[config.mk]
export PLATFORM = sky130hd
export DESIGN_NAME = sine_wave_reader
export DESIGN_NICKNAME = d
export VERILOG_FILES = /design/src/rtl/sine_wave_reader.sv
export SDC_FILE = /design/constraint.sdc
export NUM_CORES = 1
export LEC_CHECK = 0
export ABC_AREA = 1
export BUFFER_PORTS_ARGS = -buffer_cell sky130_fd_sc_hd__buf_4
export CAP_MARGIN = 20
export CORE_UTILIZATION = 52
export DETAILED_ROUTE_END_ITERATION = 12
export PLACE_DENSITY_LB_ADDON = 0.1
export SLEW_MARGIN = 40
export SYNTH_ARGS = -nofsm -noshare
export SYNTH_HDL_FRONTEND = slang
export SYNTH_SLANG_ARGS = --single-unit
[constraint.sdc]
create_clock -name clk -period 1.71 [get_ports clk]
set_input_delay 0.342 -clock clk [delete_from_list [all_inputs] [get_ports clk]]
set_output_delay 0.342 -clock clk [all_outputs]
set_load 0.01 [all_outputs]
[src/rtl/sine_wave_reader.sv]
// ---------------------------------------------------------------------------
// sine_wave_reader
//
// Walks a rising half-sine table up to its peak and back down to produce a
// continuous full-period sample stream. Each sample is offered on a
// valid/ready interface. A programmable divider sets the spacing between
// sample issues.
//
// Ports
//   clk           rising-edge clock
//   rst_n         asynchronous active-low reset
//   enable        run request (level)
//   divider       cycles between issues minus 1, sampled at each issue
//   table_size    last valid table index, latched when leaving IDLE
//   table_addr    index presented to the external combinational table
//   table_data    table entry at table_addr
//   sample        registered output sample
//   out_valid     sample holds valid data
//   out_ready     consumer accepts on out_valid && out_ready
//   period_start  sample is index 0 of a rising sweep (valid with out_valid)
//
// state | meaning
// ------+----------------------------------------------------------------
// IDLE  | stopped; waits for enable, latches table_size
// RISE  | index walks 0 .. last
// FALL  | index walks last-1 .. 1
// ---------------------------------------------------------------------------
module sine_wave_reader #(
    parameter int SINE_SIZE      = 8,
    parameter int TABLE_SIZE     = 32,
    parameter int TABLE_REG_SIZE = 6,
    parameter int DIV_WIDTH      = 16
) (
    input  logic                      clk,
    input  logic                      rst_n,
    input  logic                      enable,
    input  logic [DIV_WIDTH-1:0]      divider,
    input  logic [TABLE_REG_SIZE-1:0] table_size,
    output logic [TABLE_REG_SIZE-2:0] table_addr,
    input  logic [SINE_SIZE-1:0]      table_data,
    output logic [SINE_SIZE-1:0]      sample,
    output logic                      out_valid,
    input  logic                      out_ready,
    output logic                      period_start
);

    typedef enum logic [1:0] {
        IDLE = 2'd0,
        RISE = 2'd1,
        FALL = 2'd2
    } state_t;

    localparam logic [TABLE_REG_SIZE-1:0] MAX_IDX = TABLE_REG_SIZE'(TABLE_SIZE - 1);
    localparam logic [TABLE_REG_SIZE-1:0] ONE_IDX = TABLE_REG_SIZE'(1);
    localparam logic [TABLE_REG_SIZE-1:0] TWO_IDX = TABLE_REG_SIZE'(2);

    state_t                    state;
    logic [TABLE_REG_SIZE-1:0] idx;
    logic [TABLE_REG_SIZE-1:0] last;
    logic [DIV_WIDTH-1:0]      cnt;

    logic                      accept;
    logic                      slot_free;
    logic [TABLE_REG_SIZE-1:0] last_clamped;
    logic [TABLE_REG_SIZE-1:0] adv_idx;
    state_t                    adv_state;

    assign table_addr = idx[TABLE_REG_SIZE-2:0];

    assign accept    = out_valid && out_ready;
    // The output register can take a new sample when it is empty or when
    // the current one is being consumed on this same edge.
    assign slot_free = !out_valid || out_ready;

    // A table_size past the end of the table would alias onto low entries
    // through the narrower table address, so it is clipped to the last entry.
    assign last_clamped = (table_size > MAX_IDX) ? MAX_IDX : table_size;

    // Index walk after an issue. The peak and the zero are each visited once
    // per period: the falling leg stops at 1 and the rising leg restarts at 0.
    // With last <= 1 there is no falling leg at all, so the peak wraps
    // straight back to 0 (last=1 gives 0,1,0,1..., last=0 stays at 0).
    always_comb begin
        adv_idx   = idx;
        adv_state = state;
        case (state)
            RISE: begin
                if (idx < last) begin
                    adv_idx = idx + ONE_IDX;
                end else if (last >= TWO_IDX) begin
                    adv_idx   = last - ONE_IDX;
                    adv_state = FALL;
                end else begin
                    adv_idx   = '0;
                    adv_state = RISE;
                end
            end
            FALL: begin
                if (idx > ONE_IDX) begin
                    adv_idx = idx - ONE_IDX;
                end else begin
                    adv_idx   = '0;
                    adv_state = RISE;
                end
            end
            default: begin
                adv_idx   = idx;
                adv_state = state;
            end
        endcase
    end

    always_ff @(posedge clk or negedge rst_n) begin
        if (!rst_n) begin
            state        <= IDLE;
            idx          <= '0;
            last         <= '0;
            cnt          <= '0;
            sample       <= '0;
            out_valid    <= 1'b0;
            period_start <= 1'b0;
        end else begin
            case (state)
                IDLE: begin
                    if (enable) begin
                        state <= RISE;
                        idx   <= '0;
                        cnt   <= divider;
                        last  <= last_clamped;
                    end
                end

                RISE, FALL: begin
                    if (!enable) begin
                        // Stop issuing; leave only once any pending sample
                        // has been taken so it is never lost.
                        if (slot_free) begin
                            state        <= IDLE;
                            idx          <= '0;
                            out_valid    <= 1'b0;
                            period_start <= 1'b0;
                        end
                    end else if (cnt != '0) begin
                        cnt <= cnt - DIV_WIDTH'(1);
                        if (accept) begin
                            out_valid    <= 1'b0;
                            period_start <= 1'b0;
                        end
                    end else if (slot_free) begin
                        sample       <= table_data;
                        out_valid    <= 1'b1;
                        period_start <= (state == RISE) && (idx == '0);
                        cnt          <= divider;
                        idx          <= adv_idx;
                        state        <= adv_state;
                    end
                    // Otherwise stalled: cnt holds at 0 and the sample waits.
                end

                default: begin
                    state <= IDLE;
                    idx   <= '0;
                end
            endcase
        end
    end

endmodule

==> run summary, run 1 <==
Synth cell types: 33
Final nets: 604
Register area share after synthesis: 31.9%
ANT cells: 0
Status: finished clean
Pre-CTS WS: 0.0436 ns
Storage cell area: 1000 µm²
Pwr dens: 1730 nW/µm²
M2 GR Usage: 46.5%
TritonCTS clock tree: yes
Vias per inst: 5.19
Crit path max fanout: 5
Fin Hold WS: 0.0115 ns
Multi-input logic area: 1970 µm²
Initial Utilization: 55.6%
Hpwl dp: 5640 µm
Antenna violations before repair: 0
Number of I/O port buffers: 48
Ys Warns: 0
# rows: 27
Area growth from synthesis to layout: 31.0%
Worst Tran Pin Value: 0.545 ns
RePlAce Congestion: 0.877
Post-Layout Cell Count: 624
Post-Layout Inst Area: 4110 µm²
Largest net degree at the start of global routing: 41
Final hold viol count: 0
Mapped Cells: 468
Max transition margin: 63.7%
Final setup fails: 0
Post-route ant nets: 0
Vias after detailed routing: 3,240
Met1 track demand over resource: 32.7%
Syn nets: 521
Kind of start point of the critical path: flop
Clock H-tree levels: 2
Max_cap viols: 0
Area after DPL: 3740 µm²
Avg WL per Cell: 13.0 µm
Chip width: 79.7 µm
Critical path arrival: 1.86 ns
Number of I/O pins: 49
GRT Overall Usage: 26.4%
Fillers: 480
Critical path type: reg2reg
Core box area: 5640 µm²
Worst setup margin: 0.0490 ns
Post-Route Skew: 0.00324 ns
Slew Limit Fails: 0
Clock latency on the worst-skew pair: 0.30 ns
Clk sink count: 40
VDD IR-drop max: 955 µV
Number of detailed-route iterations in the first pass: 4
First DRT Iteration DRCs: 188
Most common cell after layout, fill and taps aside: nand2_1
Share of cells above drive strength 1: 29.0%
GR peak layer: met2
Die Y: 79.7 µm
Die Area: 6340 µm²
Clock Tree Buf Depth: 2
Detailed-route wire length: 8090 µm
Tcrit/Tclk final: 97.1%
RSZ-0062 raised after global routing: yes
Mean Syn Cell Area: 6.70 µm²
Inserted Clock Buffers: 5
First-pass GRT wire length: 13,200 µm
Global routing usage on met3: 4.23%
DRC viols: 0
Min-delay worst type: in2async
Synth Register Bits: 40
Top achievable clock speed: 602 MHz
Post-route minimum period: 1.66 ns
Most frequent cells in the layout: nand2_1 (140), buf_4 (84), inv_1 (57)
Syn Std Cell Area: 3140 µm²
CP Capture Type: flop
Placed instance count: 607
Root Driver: clkbuf_8
Clk slew on worst S/H paths: 0.08 ns
Critical path required time: 1.91 ns
Leak Pwr: 2.26 nW
Grt ovf: 0
Origin of the worst setup path: state[0]
Vias in the first global route: 3,033
Reg2reg start: state[0]
-- final cells by class --
class | count | area share, %
Inverter | 69 | 6.67
Sequential cell | 40 | 24.4
Clock inverter | 2 | 0.853
Timing Repair Buffer | 86 | 16.1
Tap cell | 72 | 2.19
Multi-Input combinational cell | 349 | 48.1
Clock buffer | 6 | 1.77
-- final timing paths --
kind                                   to  slack [ns]  depth (start not counted)
min in group clk                  last[0]        0.27                          3
max in group asynchronous          idx[3]        1.32                          1
worst min-delay path              last[4]        0.01                          1
worst max-delay path             state[0]        0.05                         10
worst min register to register  sample[4]        0.49                          2
worst max register to register   state[0]        0.05                         10
-- synth_stat cells, drive strengths merged --
cell type	instances	share of area [%]
o2111ai	1	0.28
inv	67	8.3
nand2	159	20
nand3	41	7.1
ha	19	7.6
clkinv	2	0.28
clkbuf	1	0.12
nand4	9	1.8
xor2	7	2.0
xnor2	1	0.28
a21oi	4	0.76
nor2	59	8.1
o21ai	45	7.9
o211ai	1	0.24
dfrtp	40	32
buf	12	3.2
-- metal layers --
layer | wire (µm) | part of all wire, %
met1 | 3560 | 44
met2 | 4130 | 51
met3 | 280 | 3.5
met4 | 121 | 1.5
met5 | 0 | 0
-- cells by family after synthesis --
logic type	count (synthesis)	share of synthesized area, %
xor gates and xnor gates	8	2.23
AOI/OAI and AO/OA	51	9.18
DFF	40	31.9
and+or+nand+nor	268	37.2
buffers and inverters	82	11.9
adders and majority gates	19	7.58
-- power by group --
part | switching, mW | internal, mW | leakage, nW
combinational | 2.85 | 1.90 | 1.69
sequential | 0.304 | 1.27 | 0.517
clock | 0.353 | 0.434 | 0.0552
-- critical path: stages, from the launching register on --
cell and delay (ns):
dfrtp_1 0.39, buf_6 0.14, ha_1 0.21, nand2_2 0.08
o21ai_1 0.07, nor2_2 0.15, nand2_4 0.09, nor2_4 0.22
nand2_2 0.09, nand2_2 0.07, nand2_2 0.05
-- registers in the layout, indices dropped and copies added, names as in the netlist --
signal / flops
cnt: 16
sample: 8
idx: 6
last: 6
state: 2
out_valid: 1
period_start: 1
-- stage by stage --
stage / TNS (ns) / util (%) / total power [mW]
after global routing: -0.369 / 72.8 / 7.79
after CTS: 0 / 68.2 / 6.49
after detailed placement: 0 / 66.2 / 5.68
after floorplan: 0 / - / 4.51
final: 0 / 72.8 / 7.11
after global placement: 0 / 66.2 / 5.58
-- repair_timing --
item,4_1_cts,5_1_grt
resized for setup,0,55
setup endpoints to repair,0,34
setup buffers,0,6
hold buffers,0,0
Note: power is estimated with default switching activity, not from simulation.
==> run 2, diff against run 1 <==
Clock period 1.71 ns to 1.9 ns, I/O delays scaled along.
==> run summary, run 2 (synthesized netlist as in run 1, its figures left out) <==
Status: finished clean
Antenna violations before repair: 0 (unchanged)
Reg2reg start: cnt[0]
Max transition margin: 64.7% (+1.1 points)
CP Capture Type: flop
Root Driver: clkbuf_8
Share of cells above drive strength 1: 19.9% (-9.1 points)
Slew Limit Fails: 0 (unchanged)
DRC viols: 0 (unchanged)
NetSw: 2.77 mW (-21%)
Post-Layout Inst Area: 3820 µm² (-7.1%)
Switch share: 46.9% (-2.4 points)
Post-route minimum period: 1.78 ns (+0.115 ns)
Final hold viol count: 0 (unchanged)
Origin of the worst setup path: cnt[0]
Inserted Clock Buffers: 5 (unchanged)
Post-Route Skew: 0.0105 ns (+0.00722 ns)
Clk slew on worst S/H paths: 0.09 ns (about the same)
Crit path max fanout: 5 (unchanged)
Gate power share: 59.3% (-7.5 points)
Kind of start point of the critical path: flop
Top Registers: cnt x16, sample x8
Reg with most FFs: cnt
Worst setup margin: 0.124 ns (+0.0747 ns)
VDD IR-drop max: 828 µV (-13%)
Grt ovf: 0 (unchanged)
Pwr dens: 1550 nW/µm² (-10%)
Clock latency on the worst-skew pair: 0.30 ns (about the same)
Top achievable clock speed: 563 MHz (-6.5%)
Final setup fails: 0 (unchanged)
Most common cell after layout, fill and taps aside: nand2_1
Critical path arrival: 1.96 ns (+0.10 ns)
Number of detailed-route iterations in the first pass: 4 (unchanged)
Final nets: 584 (-3.3%)
Die Y: 79.7 µm (unchanged)
R2r endpoint: idx[4]
Clock Tree Buf Depth: 2 (unchanged)
Post-route ant nets: 0 (unchanged)
Detailed-route wire length: 7010 µm (-13%)
Number of I/O pins: 49 (unchanged)
Vias after detailed routing: 3,076 (-5.1%)
Die Area: 6340 µm² (unchanged)
Min-delay worst type: in2async
Max reg flops: 16 (unchanged)
Core box area: 5640 µm² (unchanged)
First DRT Iteration DRCs: 120 (-36%)
Post-CTS Hold Fix Bufs: 0 (unchanged)
Clock H-tree levels: 2 (unchanged)
# rows: 27 (unchanged)
RSZ-0062 raised after global routing: yes
Number of I/O port buffers: 48 (unchanged)
Tcrit/Tclk final: 93.5% (-3.6 points)
Leak Pwr: 2.16 nW (-4.6%)
Vias in the first global route: 2,967 (-2.2%)
Clock network power share: 16.5% (+5.4 points)
Hpwl dp: 5230 µm (-7.2%)
RePlAce Congestion: 0.903 (+3.0%)
Sequential share of power: 24.2% (+2.1 points)
Most frequent cells in the layout: nand2_1 (152), buf_4 (68), inv_1 (64)
Area after DPL: 3580 µm² (-4.3%)
Largest net degree at the start of global routing: 41 (unchanged)
Avg WL per Cell: 11.6 µm (-10%)
Initial Utilization: 55.6% (unchanged)
Chip width: 79.7 µm (unchanged)
GRT Overall Usage: 24.1% (-2.3 points)
Termination of the worst setup path: idx[4]
ANT cells: 0 (unchanged)
Vias per inst: 5.09 (-1.9%)
Critical path required time: 2.09 ns (+0.18 ns)
Worst reg2reg path depth: 10 (unchanged)
Pre-CTS WS: 0.0690 ns (+0.0255 ns)
Internal power: 3.14 mW (-13%)
Clk sink count: 40 (unchanged)
R2R setup slack: 0.12 ns (+0.07 ns)
TritonCTS clock tree: yes
Area growth from synthesis to layout: 21.7%
First-pass GRT wire length: 12,200 µm (-7.4%)
Critical path type: reg2reg
Worst Tran Pin Value: 0.529 ns (-0.0161 ns)
Max_cap viols: 0 (unchanged)
Fillers: 500 (+4.2%)
==> run 2: power groups by stage <==
stage | Combinational, mW | Clock [mW] | Sequential, mW
floorplan | 2.66 | 0 | 1.39
global placement | 3.24 | 0 | 1.44
detailed placement | 3.28 | 0 | 1.45
CTS | 3.31 | 0.989 | 1.44
global route | 4.02 | 1.03 | 1.47
finish | 3.50 | 0.975 | 1.43
==> run 2: how the worst min path moves through the flow <==
stage	end	depth (start not counted)	start
after floorplan	cnt[0]	0	rst_n
after global placement	last[2]	1	rst_n
after detailed placement	last[3]	1	rst_n
after CTS	idx[1]	1	rst_n
after global routing	idx[5]	1	rst_n
final	idx[2]	1	rst_n
==> run 2: area by class of cell <==
cell class	instances	area, µm²	area share [%]
Clock buffer	5	68.8	1.80
Clock inverter	3	90.1	2.36
Inverter	69	268	7.02
Multi-Input combinational cell	347	1780	46.8
Sequential cell	40	1000	26.3
Tap cell	72	90.1	2.36
Timing Repair Buffer	68	510	13.4
==> run 2: worst max-delay path: stages, from the launching register on <==
cell,delay [ns]
dfrtp_1,0.38
inv_1,0.12
ha_1,0.22
nand3_2,0.11
nor2_4,0.12
nand3_1,0.08
nor2_1,0.28
nor2_4,0.09
buf_4,0.14
nand4_1,0.07
nand2_1,0.07
==> run 2: repair_timing <==
item / in CTS / in global routing
gates resized for setup: 0 / 8
endpoints found under the setup margin: 0 / 23
setup buffers: 0 / 7
==> run 2: through the flow <==
step	total power, mW	TNS [ns]	cells	utilization, %	hold WS (ns)
floorplan	4.05	0	468	-	0.0844
detailed placement	4.73	0	588	63.4	0.394
global route	6.51	-0.0636	604	67.6	0.106
global placement	4.68	0	588	63.4	0.395
finish	5.91	0	604	67.6	0.0516
CTS	5.74	0	596	66.2	0.0694
==> run 2: layer usage <==
layer,vias up,GRT usage [%],share of wire (%)
met2,71,43.9,51
met4,0,8.73,1.9
met5,-,0,0
met3,16,2.97,3.3
li1,1585,-,-
met1,1404,28.6,44
==> run 3, diff against run 2 <==
Clock period 1.9 ns to 2.2 ns, I/O delays scaled along.
==> run summary, run 3 (synthesized netlist as in run 1, its figures left out) <==
Final nets: 569 (-2.6%)
Number of I/O port buffers: 48 (unchanged)
Post-Route Skew: 0.00494 ns (-0.00552 ns)
Vias per inst: 5.03 (-1.2%)
Post-CTS Hold Fix Bufs: 0 (unchanged)
TritonCTS clock tree: yes
Max reg flops: 16 (unchanged)
First-pass GRT wire length: 12,000 µm (-1.9%)
Crit path max fanout: 9 (+4)
Reg with most FFs: cnt
Status: finished clean
Inserted Clock Buffers: 5 (unchanged)
Vias in the first global route: 2,820 (-5.0%)
Clock latency on the worst-skew pair: 0.30 ns (about the same)
Hpwl dp: 5150 µm (-1.6%)
Chip width: 79.7 µm (unchanged)
Vias after detailed routing: 2,964 (-3.6%)
RSZ-0062 raised after global routing: no
Area growth from synthesis to layout: 16.2%
Placed instance count: 581 (-1.2%)
DRC viols: 0 (unchanged)
ANT cells: 0 (unchanged)
Worst Tran Pin Value: 0.530 ns (+0.00145 ns)
Final setup fails: 0 (unchanged)
Post-route ant nets: 0 (unchanged)
Post-route minimum period: 2.01 ns (+0.233 ns)
Pwr dens: 1280 nW/µm² (-17%)
Clock Tree Buf Depth: 2 (unchanged)
First DRT Iteration DRCs: 105 (-13%)
Avg WL per Cell: 11.7 µm (+0.81%)
Worst reg2reg path depth: 10 (unchanged)
CP Capture Type: flop
Setup repair bufs after CTS: 0 (unchanged)
Core box area: 5640 µm² (unchanged)
Reg2reg start: state[0]
Number of detailed-route iterations in the first pass: 4 (unchanged)
Most common cell after layout, fill and taps aside: nand2_1
RePlAce Congestion: 0.857 (-5.1%)
Share of cells above drive strength 1: 16.8% (-3.1 points)
Detailed-route wire length: 6890 µm (-1.7%)
Critical path arrival: 2.19 ns (+0.23 ns)
Final hold viol count: 0 (unchanged)
Resized Gates After CTS: 0 (unchanged)
Fin Hold WS: 0.110 ns (+0.0580 ns)
Min-delay worst type: in2async
Setup TNS: 0 ns (unchanged)
Kind of start point of the critical path: flop
Top Registers: cnt x16, sample x8
Slew Limit Fails: 0 (unchanged)
# rows: 27 (unchanged)
R2r endpoint: idx[4]
Tcrit/Tclk final: 91.3% (-2.1 points)
GRT Overall Usage: 24.0% (-0.025 points)
Clk slew on worst S/H paths: 0.08 ns (about the same)
Critical path type: reg2reg
Post-layout util: 64.6% (-3.1 points)
Max transition margin: 64.6% (-0.097 points)
Root Driver: clkbuf_8
Die Y: 79.7 µm (unchanged)
Grt ovf: 0 (unchanged)
Largest net degree at the start of global routing: 41 (unchanged)
R2R setup slack: 0.19 ns (+0.07 ns)
Leak Pwr: 2.06 nW (-4.6%)
Antenna violations before repair: 0 (unchanged)
Clock H-tree levels: 2 (unchanged)
VDD IR-drop max: 691 µV (-17%)
Top achievable clock speed: 498 MHz (-12%)
Die Area: 6340 µm² (unchanged)
Clk sink count: 40 (unchanged)
Number of I/O pins: 49 (unchanged)
Max_cap viols: 0 (unchanged)
Most frequent cells in the layout: nand2_1 (154), inv_1 (64), nor2_1 (54), buf_4 (54), dfrtp_1 (40)
Critical path required time: 2.38 ns (+0.29 ns)
Post-Layout Cell Count: 589 (-2.5%)
Initial Utilization: 55.6% (unchanged)
-- run 3: cell count changes in the layout (fill, tap and decap cells not counted), sizes merged --
cell      delta
buf         -14
bufinv       -2
nor2         -1
clkinvlp     +2
-- run 3: critical path, cell delays in order, from the launching register on --
cell and delay, ns:
dfrtp_1 0.43, inv_1 0.13, ha_2 0.34, nand2_1 0.17
clkinvlp_4 0.20, nand2_1 0.11, nand2_1 0.08, nor2_4 0.20
inv_2 0.10, nand2_1 0.07, nand2_1 0.07
-- run 3: routing by layer --
| metal | global-route usage (%) | wire [µm] | share of wire [%] | vias up |
|---|---|---|---|---|
| met3 | 4.34 | 227 | 3.3 | 7 |
| met5 | 0 | 0 | 0 | - |
| met2 | 43.4 | 3540 | 51 | 67 |
| met4 | 7.45 | 62 | 0.90 | 0 |
| met1 | 28.6 | 3060 | 44 | 1335 |
| li1 | - | - | - | 1555 |
-- run 3: area by class of cell --
class / count / area (µm²)
flip-flops and latches: 40 / 1000
repair buffers: 54 / 405
inverters: 69 / 272
multi-input cells: 346 / 1760
clock buffers: 5 / 68.8
clock inverters: 3 / 42.5
fillers: 536 / 2000
well taps: 72 / 90.1
-- run 3: through the flow --
step	instance area, µm²	worst slack [ns]	power [mW]
finish	3640	0.190	4.66
global route	3640	0.00739	5.17
CTS	3640	0.108	4.67
detailed placement	3530	0.130	4.04
global placement	3530	0.239	3.98
floorplan	3140	0.402	3.50
-- run 3: power by group --
group | switching (mW) | internal [mW]
Sequential | 0.266 | 0.987
Clock | 0.279 | 0.336
Combinational | 1.80 | 0.991
Total | 2.35 | 2.31
-- run 3: worst max path at each step --
stage / startpoint / end / slack (ns) / cells after the start
3_3_place_gp: state[0] / idx[3] / 0.24 / 10
2_1_floorplan: state[0] / idx[3] / 0.40 / 10
3_5_place_dp: state[0] / idx[4] / 0.13 / 10
4_1_cts: state[0] / idx[4] / 0.11 / 10
6_report: state[0] / idx[4] / 0.19 / 10
5_1_grt: state[0] / state[1] / 0.007 / 10
